[config.mk]
export PLATFORM = sky130hd
export DESIGN_NAME = rom_download_sdram_writer_flat
export DESIGN_NICKNAME = d
export VERILOG_FILES = /design/src/rtl/rom_download_sdram_writer_if.sv /design/src/rtl/rom_download_sdram_writer.sv /design/src/flat_wrapper.sv
export SDC_FILE = /design/constraint.sdc
export NUM_CORES = 1
export LEC_CHECK = 0
export CAP_MARGIN = 20
export CORE_MARGIN = 2
export CORE_UTILIZATION = 52
export CTS_CLUSTER_DIAMETER = 60
export DETAILED_ROUTE_END_ITERATION = 8
export GPL_TIMING_DRIVEN = 0
export PLACE_DENSITY_LB_ADDON = 0.25
export SYNTH_ARGS = -nofsm -noshare
export SYNTH_HDL_FRONTEND = slang
export SYNTH_SLANG_ARGS = --single-unit
[constraint.sdc]
create_clock -name clk -period 5.75 [get_ports clk]
set_input_delay 0.8625 -clock clk [delete_from_list [all_inputs] [get_ports clk]]
set_output_delay 0.8625 -clock clk [all_outputs]
set_load 0.05 [all_outputs]
[src/rtl/rom_download_sdram_writer_if.sv]
// Bundle of the ioctl download stream and the two SDRAM controller write ports.
// master: the download writer; slave: the host/controller side.
interface rom_download_sdram_writer_if;
    logic        ioctl_download;
    logic [7:0]  ioctl_index;
    logic        ioctl_wr;
    logic [24:0] ioctl_addr;
    logic [7:0]  ioctl_dout;
    logic        ioctl_wait;

    logic        port1_req;
    logic        port1_ack;
    logic        port1_we;
    logic [22:0] port1_a;
    logic [1:0]  port1_ds;
    logic [15:0] port1_d;

    logic        port2_req;
    logic        port2_ack;
    logic        port2_we;
    logic [22:0] port2_a;
    logic [1:0]  port2_ds;
    logic [15:0] port2_d;

    logic        rom_loaded;

    modport master (
        input  ioctl_download, ioctl_index, ioctl_wr, ioctl_addr, ioctl_dout,
        input  port1_ack, port2_ack,
        output ioctl_wait,
        output port1_req, port1_we, port1_a, port1_ds, port1_d,
        output port2_req, port2_we, port2_a, port2_ds, port2_d,
        output rom_loaded
    );

    modport slave (
        output ioctl_download, ioctl_index, ioctl_wr, ioctl_addr, ioctl_dout,
        output port1_ack, port2_ack,
        input  ioctl_wait,
        input  port1_req, port1_we, port1_a, port1_ds, port1_d,
        input  port2_req, port2_we, port2_a, port2_ds, port2_d,
        input  rom_loaded
    );
endinterface

[src/rtl/rom_download_sdram_writer.sv]
// Packs the byte-wide ioctl ROM download into 16-bit toggle-handshake writes
// on the SDRAM controller's CPU (port1) and graphics (port2) ports.
//
// state    | meaning
// IDLE     | no pending byte (a byte in the holding register is replayed here)
// HALF     | low byte held with its word address, waiting for its partner
// WAIT_ACK | one request outstanding on port1 or port2
// FLUSH    | last lone byte of the download issued, waiting for its ack
// DONE     | download fully written, rom_loaded high
module rom_download_sdram_writer #(
    parameter logic [7:0]  ROM_INDEX  = 8'd0,
    parameter logic [24:0] PORT2_BASE = 25'h0100000
) (
    input logic                          clk,
    input logic                          reset,
    rom_download_sdram_writer_if.master  bus
);

    typedef enum logic [2:0] {
        S_IDLE,
        S_HALF,
        S_WAIT_ACK,
        S_FLUSH,
        S_DONE
    } state_t;

    state_t      state_q, state_d;
    logic [7:0]  lo_q, lo_d;
    logic [23:0] held_w_q, held_w_d;
    logic        hold_vld_q, hold_vld_d;
    logic [24:0] hold_addr_q, hold_addr_d;
    logic [7:0]  hold_byte_q, hold_byte_d;
    logic        p1_req_q, p1_req_d;
    logic [22:0] p1_a_q, p1_a_d;
    logic [1:0]  p1_ds_q, p1_ds_d;
    logic [15:0] p1_d_q, p1_d_d;
    logic        p2_req_q, p2_req_d;
    logic [22:0] p2_a_q, p2_a_d;
    logic [1:0]  p2_ds_q, p2_ds_d;
    logic [15:0] p2_d_q, p2_d_d;
    logic        busy_p2_q, busy_p2_d;
    logic        rom_loaded_q, rom_loaded_d;
    logic        active_q, active_d;
    logic        dl_prev_q, dl_prev_d;

    logic        wait_c;
    logic        index_ok;
    logic        accept;
    logic        use_hold;
    logic        in_vld;
    logic [24:0] in_addr;
    logic [7:0]  in_byte;
    logic        ack_done;
    logic        issue;
    logic [24:0] iss_addr;
    logic [1:0]  iss_ds;
    logic [15:0] iss_d;

    assign wait_c   = (state_q == S_WAIT_ACK) || (state_q == S_FLUSH) || hold_vld_q;
    assign index_ok = bus.ioctl_download && (bus.ioctl_index == ROM_INDEX);
    assign accept   = index_ok && bus.ioctl_wr && !wait_c;
    assign use_hold = (state_q == S_IDLE) && hold_vld_q;
    assign in_vld   = use_hold || accept;
    assign in_addr  = use_hold ? hold_addr_q : bus.ioctl_addr;
    assign in_byte  = use_hold ? hold_byte_q : bus.ioctl_dout;

    // Only the port that issued the outstanding request is watched for its ack.
    assign ack_done = busy_p2_q ? (bus.port2_ack == p2_req_q) : (bus.port1_ack == p1_req_q);

    always_comb begin
        state_d      = state_q;
        lo_d         = lo_q;
        held_w_d     = held_w_q;
        hold_vld_d   = hold_vld_q;
        hold_addr_d  = hold_addr_q;
        hold_byte_d  = hold_byte_q;
        p1_req_d     = p1_req_q;
        p1_a_d       = p1_a_q;
        p1_ds_d      = p1_ds_q;
        p1_d_d       = p1_d_q;
        p2_req_d     = p2_req_q;
        p2_a_d       = p2_a_q;
        p2_ds_d      = p2_ds_q;
        p2_d_d       = p2_d_q;
        busy_p2_d    = busy_p2_q;
        rom_loaded_d = rom_loaded_q;
        active_d     = active_q | index_ok;
        dl_prev_d    = bus.ioctl_download;
        issue        = 1'b0;
        iss_addr     = in_addr;
        iss_ds       = 2'b00;
        iss_d        = 16'h0000;

        case (state_q)
            S_IDLE: begin
                if (in_vld) begin
                    hold_vld_d = 1'b0;
                    if (!in_addr[0]) begin
                        lo_d     = in_byte;
                        held_w_d = in_addr[24:1];
                        state_d  = S_HALF;
                    end else begin
                        issue   = 1'b1;
                        iss_ds  = 2'b10;
                        iss_d   = {in_byte, 8'h00};
                        state_d = S_WAIT_ACK;
                    end
                end else if (active_q && !bus.ioctl_download) begin
                    rom_loaded_d = 1'b1;
                    active_d     = 1'b0;
                    state_d      = S_DONE;
                end
            end
            S_HALF: begin
                if (!bus.ioctl_download) begin
                    issue    = 1'b1;
                    iss_addr = {held_w_q, 1'b0};
                    iss_ds   = 2'b01;
                    iss_d    = {8'h00, lo_q};
                    state_d  = S_FLUSH;
                end else if (accept) begin
                    issue = 1'b1;
                    if (bus.ioctl_addr[0] && (bus.ioctl_addr[24:1] == held_w_q)) begin
                        iss_addr = bus.ioctl_addr;
                        iss_ds   = 2'b11;
                        iss_d    = {bus.ioctl_dout, lo_q};
                    end else begin
                        // The lone low byte goes out first; the newcomer waits
                        // in the holding register and is replayed from IDLE.
                        iss_addr    = {held_w_q, 1'b0};
                        iss_ds      = 2'b01;
                        iss_d       = {8'h00, lo_q};
                        hold_vld_d  = 1'b1;
                        hold_addr_d = bus.ioctl_addr;
                        hold_byte_d = bus.ioctl_dout;
                    end
                    state_d = S_WAIT_ACK;
                end
            end
            S_WAIT_ACK: begin
                if (ack_done) begin
                    state_d = S_IDLE;
                end
            end
            S_FLUSH: begin
                if (ack_done) begin
                    rom_loaded_d = 1'b1;
                    active_d     = 1'b0;
                    state_d      = S_DONE;
                end
            end
            S_DONE: begin
                if (index_ok && !dl_prev_q) begin
                    rom_loaded_d = 1'b0;
                    state_d      = S_IDLE;
                end
            end
            default: begin
                state_d = S_IDLE;
            end
        endcase

        if (issue) begin
            if (iss_addr >= PORT2_BASE) begin
                p2_req_d  = ~p2_req_q;
                p2_a_d    = 23'((iss_addr - PORT2_BASE) >> 1);
                p2_ds_d   = iss_ds;
                p2_d_d    = iss_d;
                busy_p2_d = 1'b1;
            end else begin
                p1_req_d  = ~p1_req_q;
                p1_a_d    = 23'(iss_addr >> 1);
                p1_ds_d   = iss_ds;
                p1_d_d    = iss_d;
                busy_p2_d = 1'b0;
            end
        end
    end

    always_ff @(posedge clk) begin
        if (reset) begin
            state_q      <= S_IDLE;
            lo_q         <= 8'h00;
            held_w_q     <= 24'h000000;
            hold_vld_q   <= 1'b0;
            hold_addr_q  <= 25'h0000000;
            hold_byte_q  <= 8'h00;
            // Matching req to ack abandons anything in flight without a new request.
            p1_req_q     <= bus.port1_ack;
            p1_a_q       <= 23'h000000;
            p1_ds_q      <= 2'b00;
            p1_d_q       <= 16'h0000;
            p2_req_q     <= bus.port2_ack;
            p2_a_q       <= 23'h000000;
            p2_ds_q      <= 2'b00;
            p2_d_q       <= 16'h0000;
            busy_p2_q    <= 1'b0;
            rom_loaded_q <= 1'b0;
            active_q     <= 1'b0;
            dl_prev_q    <= 1'b0;
        end else begin
            state_q      <= state_d;
            lo_q         <= lo_d;
            held_w_q     <= held_w_d;
            hold_vld_q   <= hold_vld_d;
            hold_addr_q  <= hold_addr_d;
            hold_byte_q  <= hold_byte_d;
            p1_req_q     <= p1_req_d;
            p1_a_q       <= p1_a_d;
            p1_ds_q      <= p1_ds_d;
            p1_d_q       <= p1_d_d;
            p2_req_q     <= p2_req_d;
            p2_a_q       <= p2_a_d;
            p2_ds_q      <= p2_ds_d;
            p2_d_q       <= p2_d_d;
            busy_p2_q    <= busy_p2_d;
            rom_loaded_q <= rom_loaded_d;
            active_q     <= active_d;
            dl_prev_q    <= dl_prev_d;
        end
    end

    assign bus.ioctl_wait = wait_c;
    assign bus.port1_req  = p1_req_q;
    assign bus.port1_we   = 1'b1;
    assign bus.port1_a    = p1_a_q;
    assign bus.port1_ds   = p1_ds_q;
    assign bus.port1_d    = p1_d_q;
    assign bus.port2_req  = p2_req_q;
    assign bus.port2_we   = 1'b1;
    assign bus.port2_a    = p2_a_q;
    assign bus.port2_ds   = p2_ds_q;
    assign bus.port2_d    = p2_d_q;
    assign bus.rom_loaded = rom_loaded_q;

endmodule

[src/flat_wrapper.sv]
// flat-port wrapper written by rule: the top's interface ports become plain ports
module rom_download_sdram_writer_flat 
#(
    parameter logic [7:0]  ROM_INDEX  = 8'd0,
    parameter logic [24:0] PORT2_BASE = 25'h0100000
)
  (clk, reset, bus_ioctl_download, bus_ioctl_index, bus_ioctl_wr, bus_ioctl_addr, bus_ioctl_dout, bus_port1_ack, bus_port2_ack, bus_ioctl_wait, bus_port1_req, bus_port1_we, bus_port1_a, bus_port1_ds, bus_port1_d, bus_port2_req, bus_port2_we, bus_port2_a, bus_port2_ds, bus_port2_d, bus_rom_loaded);
  rom_download_sdram_writer_if bus_i ();
  input logic clk;
  input logic reset;
  input wire logic [$bits(bus_i.ioctl_download)-1:0] bus_ioctl_download;
  input wire logic [$bits(bus_i.ioctl_index)-1:0] bus_ioctl_index;
  input wire logic [$bits(bus_i.ioctl_wr)-1:0] bus_ioctl_wr;
  input wire logic [$bits(bus_i.ioctl_addr)-1:0] bus_ioctl_addr;
  input wire logic [$bits(bus_i.ioctl_dout)-1:0] bus_ioctl_dout;
  input wire logic [$bits(bus_i.port1_ack)-1:0] bus_port1_ack;
  input wire logic [$bits(bus_i.port2_ack)-1:0] bus_port2_ack;
  output wire logic [$bits(bus_i.ioctl_wait)-1:0] bus_ioctl_wait;
  output wire logic [$bits(bus_i.port1_req)-1:0] bus_port1_req;
  output wire logic [$bits(bus_i.port1_we)-1:0] bus_port1_we;
  output wire logic [$bits(bus_i.port1_a)-1:0] bus_port1_a;
  output wire logic [$bits(bus_i.port1_ds)-1:0] bus_port1_ds;
  output wire logic [$bits(bus_i.port1_d)-1:0] bus_port1_d;
  output wire logic [$bits(bus_i.port2_req)-1:0] bus_port2_req;
  output wire logic [$bits(bus_i.port2_we)-1:0] bus_port2_we;
  output wire logic [$bits(bus_i.port2_a)-1:0] bus_port2_a;
  output wire logic [$bits(bus_i.port2_ds)-1:0] bus_port2_ds;
  output wire logic [$bits(bus_i.port2_d)-1:0] bus_port2_d;
  output wire logic [$bits(bus_i.rom_loaded)-1:0] bus_rom_loaded;
  assign bus_i.ioctl_download = bus_ioctl_download;
  assign bus_i.ioctl_index = bus_ioctl_index;
  assign bus_i.ioctl_wr = bus_ioctl_wr;
  assign bus_i.ioctl_addr = bus_ioctl_addr;
  assign bus_i.ioctl_dout = bus_ioctl_dout;
  assign bus_i.port1_ack = bus_port1_ack;
  assign bus_i.port2_ack = bus_port2_ack;
  assign bus_ioctl_wait = bus_i.ioctl_wait;
  assign bus_port1_req = bus_i.port1_req;
  assign bus_port1_we = bus_i.port1_we;
  assign bus_port1_a = bus_i.port1_a;
  assign bus_port1_ds = bus_i.port1_ds;
  assign bus_port1_d = bus_i.port1_d;
  assign bus_port2_req = bus_i.port2_req;
  assign bus_port2_we = bus_i.port2_we;
  assign bus_port2_a = bus_i.port2_a;
  assign bus_port2_ds = bus_i.port2_ds;
  assign bus_port2_d = bus_i.port2_d;
  assign bus_rom_loaded = bus_i.rom_loaded;
  rom_download_sdram_writer #(.ROM_INDEX(ROM_INDEX), .PORT2_BASE(PORT2_BASE)) u_core (.clk(clk), .reset(reset), .bus(bus_i));
endmodule
Word-level counts from Yosys, hierarchy flattened:

Cells that the tools add are included.

* register bits after elaboration: 157
* input bits: 47
* output and inout bits: 88
* word-level logic and storage cells: 127

* $add $sub $neg: 1
* magnitude comparators: 1
* equal/unequal tests: 19
* muxes and demuxes: 54
* bitwise operators: 6
* reductions and logical operators: 28

Operator list (number)
* 25-bit two-way mux: 5
* 16-bit two-way mux: 5
* 16-bit one-hot mux with 2 select lines: 1
* 25-bit by 21-bit >= comparator with 1-bit output (second input constant): 1
* 24-bit == test: 1
* 24-bit by 21-bit subtractor with 24-bit output (second input constant): 1
* 1-bit two-way mux: 23
* 3-bit two-way mux: 7
* 3-bit one-hot mux with 5 select lines: 1
* 5-bit AND reduction: 3
* 2-bit two-way mux: 6
* 2-bit by 1-bit inequality test with 1-bit output (second input constant): 5
* 2-bit inequality test (second input constant): 5
* 8-bit zero test: 1
* 8-bit two-way mux: 1
* 2-bit AND reduction: 4
* 1-bit logical AND: 7
* 3-bit by 2-bit == test with 1-bit output (second input constant): 2
* 3-bit by 2-bit inequality test with 1-bit output (second input constant): 2
* 1-bit one-hot mux with 2 select lines: 3
* 2-bit nonzero test: 3
* 1-bit NOT: 5
* 2-bit one-hot mux with 2 select lines: 1
* 4-bit AND reduction: 1
* other kinds (10): 15

Logic depth before layout (Yosys ltp):

* word-level depth: 12
* mapped depth: 17
* depth with buffers taken out: 13

Worst setup path before layout:

OpenSTA, ideal clock, no wires.

* path type: input to register
* from: input bus_ioctl_index[1]
* to: register u_core.p2_d_q[13] (netlist: u_core.bus.port2_d[13])
* library setup time: 0.121 ns
* data arrival time: 4.292 ns
* required time: 5.629 ns
* path slack: 1.336 ns
* stages on the path: 15
* path buffers: 3
* cells stage by stage: or4_1 -> o41ai_2 -> a21oi_1 -> a41o_1 -> buf_6 -> a222oi_1 -> ha_1 -> o21ai_0 -> nor3_1 -> nand3b_1 -> nor4b_4 -> o21ai_2 -> buf_6 -> buf_8 -> mux2_4

* cells in the longest elaborated chain, start to end: 9
* elaborated cells on any way between the ends: 18
* classes of those cells: 1 x order compare; 11 x mux; 6 x reduce/logical

Ends and longest elaborated chain
* start, declared: RTL line flat_wrapper.sv:12 `input wire logic [$bits(bus_i.ioctl_index)-1:0] bus_ioctl_index;`
* 8-bit zero test *: RTL line rom_download_sdram_writer.sv:60 `assign index_ok = bus.ioctl_download && (bus.ioctl_index == ROM_INDEX);`
* 1-bit logical AND *: RTL line rom_download_sdram_writer.sv:60
* 1-bit logical AND * (2 in series): RTL line rom_download_sdram_writer.sv:61 `assign accept = index_ok && bus.ioctl_wr && !wait_c;`
* 25-bit two-way mux: RTL line rom_download_sdram_writer.sv:121 `end else if (accept) begin`
* 25-bit two-way mux: RTL line rom_download_sdram_writer.sv:115 `if (!bus.ioctl_download) begin`
* 25-bit two-way mux: RTL line rom_download_sdram_writer.sv:94 `case (state_q)`
* 25-bit by 21-bit >= comparator with 1-bit output: RTL line rom_download_sdram_writer.sv:164 `if (iss_addr >= PORT2_BASE) begin`
* 2-bit AND reduction (no line)
* end signal, assigned: RTL line rom_download_sdram_writer.sv:215 `p2_d_q <= p2_d_d;`
* end, declared: RTL line rom_download_sdram_writer.sv:40 `logic [15:0] p2_d_q, p2_d_d;`

Every way passes the cells marked *; elsewhere a longest branch is shown, timed or not.
A chain may end at the register's enable or synchronous reset.

Final worst setup path:

* from: input bus_ioctl_addr[4]
* to: register u_core.p1_a_q[17] (netlist: u_core.bus.port1_a[17])

* cells in the longest elaborated chain, start to end: 9
* elaborated cells on any way between the ends: 10
* classes of those cells: 1 x order compare; 1 x eq/ne; 5 x mux; 1 x bitwise; 2 x reduce/logical

Ends and longest elaborated chain
* start, declared: RTL line flat_wrapper.sv:14 `input wire logic [$bits(bus_i.ioctl_addr)-1:0] bus_ioctl_addr;`
* 24-bit == test: RTL line rom_download_sdram_writer.sv:123 `if (bus.ioctl_addr[0] && (bus.ioctl_addr[24:1] == held_w_q)) begin`
* 1-bit logical AND: RTL line rom_download_sdram_writer.sv:123
* 25-bit two-way mux: RTL line rom_download_sdram_writer.sv:123
* 25-bit two-way mux: RTL line rom_download_sdram_writer.sv:121
* 25-bit two-way mux: RTL line rom_download_sdram_writer.sv:115
* 25-bit two-way mux *: RTL line rom_download_sdram_writer.sv:94
* 25-bit by 21-bit >= comparator with 1-bit output: RTL line rom_download_sdram_writer.sv:164
* 1-bit NOT (no line)
* 2-bit AND reduction (no line)
* end signal, assigned: RTL line rom_download_sdram_writer.sv:209 `p1_a_q <= p1_a_d;`
* end, declared: RTL line rom_download_sdram_writer.sv:34 `logic [22:0] p1_a_q, p1_a_d;`

Marked as above.

==> run summary <==
Reg2reg start: u_core.state_q[0]
Worst-Margin Slew: 951 ps
Worst path arrival time: 5740 ps
Residual DRC count: 0
CP max stage cell: a222oi_1
Worst Hold Endpoint: u_core.hold_addr_q[3]
Final WS setup: 324 ps
Clock-pin slew on the worst setup and hold paths: 60 ps
Clock network fraction of total power: 49.7%
Seq pwr share: 44.3%
Skew-Pair Late Insertion Delay: 440 ps
I/O Pins: 135
Crit Path Class: primary input to flip-flop
GPL Wtd Cong: 0.962
Post-synth top cells: dfxtp_1, nand2_1, a21oi_1
Core area: 13800 µm²
Row count: 43
Num CTS Buffers: 17
Via density: 5.93
Max FO, Critical Path: 10
Hold Startpoint: u_core.hold_addr_q[3]
Peak Freq: 184 MHz
CP endpoint kind: flip-flop
Vias in the first global route: 6435
Netlist cell types: 62
Switching part of the total: 23.1%
Post-layout nets: 1017
FF-to-FF End: u_core.bus.port1_a[17]
Final Cell Area: 9430 µm²
R2r setup slk: 770 ps
PwrDens: 262 nW/µm²
RSZ-0062 raised after global routing: no
Max Slew Vio Count: 0
Syn_area_per_cell: 8.88 µm²
Synth top area share: 42.8%
TNS Setup: 0 ps
Top_reg_cell synth: dfxtp_1
Starting DRT DRC Count: 823
Mapped Cells: 817
Max rail drop VDD: 249 µV
Initial antenna violation count: 0
Hold-fix buffers, CTS: 0
Area leader, netlist: dfxtp_1
Final WL: 22.1 mm
Relative slew slack: 36.1%
Number of diodes: 0
Worst Path Required: 6070 ps
Place WS: 46.7 ps
GRT Overall Usage: 29.8%
Crit start category: primary input
Worst path max stage delay: 880 ps
Area contributors post-synth: dfxtp_1, nand2_1, mux2_2, a21oi_1, nor2b_1
Clock Path Buffers: 2
Max cap viols: 0
Logic pwr share: 6.1%
CTS tree: yes
Post-layout min period: 5430 ps
Internal Pwr Total: 1.90 mW
Setup Fix Bufs, Post-CTS: 0
Hold Violations, Final: 0
CP Cell Sequence: clkdlybuf4s50_1 > xor2_1 > nor3_1 > and4_1 > a21oi_1 > a222oi_1 > ha_1 > o21ai_0 > nor3_1 > and4_1 > nand2_1 > o211ai_2 > buf_2 > mux2_1
Number of flops mapped to enable cells by yosys: 2
TritonRoute pass-1 iters: 6
First-pass GRT wire length: 34.0 mm
Ys async rst share: 0%
Status: finished, final reports clean
Syn-to-layout area delta: 30.1%
R2r worst-path depth: 14
Antenna-violating nets left: 0
Register area share after synthesis: 43.6%
Post-DP HPWL: 15.8 mm
Die X-Extent: 122 µm
Largest net degree at the start of global routing: 17
Yosys Warn Count: 0
Clock sink count: 157
Die H: 122 µm
P_leak: 3.63 nW
Final period util: 94.4%
Switching pwr: 572 µW
Worst Hold Class: flip-flop to flip-flop
Synth Cell Area: 7250 µm²
Total gr overflow: 0
Total power draw: 2.48 mW
Share of layout cells above drive strength 1: 9.58%
CTS Root Cell: clkbuf_16
Most frequent cell after synthesis: dfxtp_1
Initial Utilization: 52.7%
Resized Gates After CTS: 0
Routed vias: 6890
Number of setup violations in the final report: 0
Yosys reg bits: 157
Die Area: 14900 µm²
Port Buffers: 131
Layout fillers: 1164
Total placed instance area: 8790 µm²
Setup Skew: 9.70 ps
WL/cell: 19.1 µm
Cells on Worst Hold Path: 2
H-Tree Depth: 4
## state kept, by name (all words and copies together), names as in the netlist, 2 cells and up
register,flops
u_core.bus.port1_ds,2
u_core.bus.port2_ds,2
u_core.hold_byte_q,8
u_core.held_w_q,24
u_core.lo_q,8
u_core.hold_addr_q,25
u_core.bus.port2_d,16
u_core.bus.port2_a,23
u_core.bus.port1_a,23
u_core.bus.port1_d,16
u_core.state_q,3
## power groups by stage
stage                     Clock [mW]  Sequential, mW  Combinational (mW)
after floorplan                    0            1.13              0.0663
after global placement             0            1.12               0.145
after detailed placement           0            1.12               0.146
after CTS                       1.22            1.10               0.147
after global routing            1.27            1.10               0.160
final                           1.23            1.10               0.150
## final cells by class
class	count	area [µm²]	area share [%]
well taps	180	225	2.39
multi-input cells	591	3780	40.1
clock buffers	20	457	4.84
flip-flops and latches	157	3160	33.5
clock inverters	12	184	1.95
repair buffers	131	1310	13.9
inverters	8	30.0	0.318
plain buffers	62	285	3.02
## layer usage
layer / part of all wire, % / vias to the layer above / GRT usage [%]
li1: - / 3208 / -
met1: 43 / 3242 / 38.6
met2: 46 / 384 / 48.2
met3: 9.0 / 56 / 7.35
met4: 2.6 / 0 / 11.4
met5: 0 / - / 0
## kinds of logic (layout without fill, tap and decap cells)
family                     Yosys count  count (layout)  synth area share (%)
AOI/OAI and AO/OA                  168             168                  16.7
xor gates and xnor gates            29              29                  3.50
adders and majority gates            2               2                 0.345
buffers and inverters               70             233                  4.35
DFF                                157             157                  43.6
muxes                               62              62                  9.54
other                                1               2                0.0517
and+or+nand+nor                    328             328                  21.9
## worst max path at each step
stage                                        end               start  cells after the start  slack, ps
after floorplan           u_core.bus.port2_d[13]  bus_ioctl_index[1]                     15       1340
after global routing       u_core.bus.port1_a[4]   bus_ioctl_addr[4]                     14        160
after global placement    u_core.bus.port1_a[18]   bus_ioctl_addr[5]                     14        100
after detailed placement  u_core.bus.port1_a[18]   bus_ioctl_addr[4]                     14         50
final                     u_core.bus.port1_a[17]   bus_ioctl_addr[4]                     14        320
after CTS                 u_core.bus.port1_a[17]   bus_ioctl_addr[4]                     14        460
## cell usage in the layout (no fill, tap or decap), types with 4 or more instances in the layout
cell / n
a211oi_1: 10
a21oi_1: 62
a221o_1: 4
a221oi_1: 7
a22oi_1: 21
a311oi_1: 22
a32o_1: 16
and2_1: 6
and3_1: 10
and4_1: 5
buf_1: 8
buf_4: 4
bufinv_16: 4
clkbuf_1: 44
clkbuf_16: 17
clkdlybuf4s50_1: 131
dfxtp_1: 155
inv_1: 8
mux2_1: 10
mux2_2: 31
mux2_4: 4
mux2i_1: 17
nand2_1: 142
nand3_1: 12
nand4_1: 5
nor2_1: 60
nor2b_1: 46
nor3_1: 9
nor4_1: 18
o21ai_0: 7
or2_2: 4
xor2_1: 26
## worst max-delay path, delay by kind of cell
family | cells | cell delay, ps
mux | 1 | 370
buf+inv | 2 | 910
simple gates | 5 | 1530
compound gates | 4 | 1560
fa+ha+maj | 1 | 280
xor+xnor | 1 | 200
## through the flow
| step | std cells | utilization (%) | hold slack, ps |
|---|---|---|---|
| floorplan | 818 | - | 427 |
| finish | 1161 | 68.5 | 451 |
| global route | 1161 | 68.5 | 470 |
| detailed placement | 1129 | 63.8 | 443 |
| global placement | 1129 | 63.8 | 434 |
| CTS | 1161 | 68.5 | 451 |
Note: power is estimated with default switching activity, not from simulation.
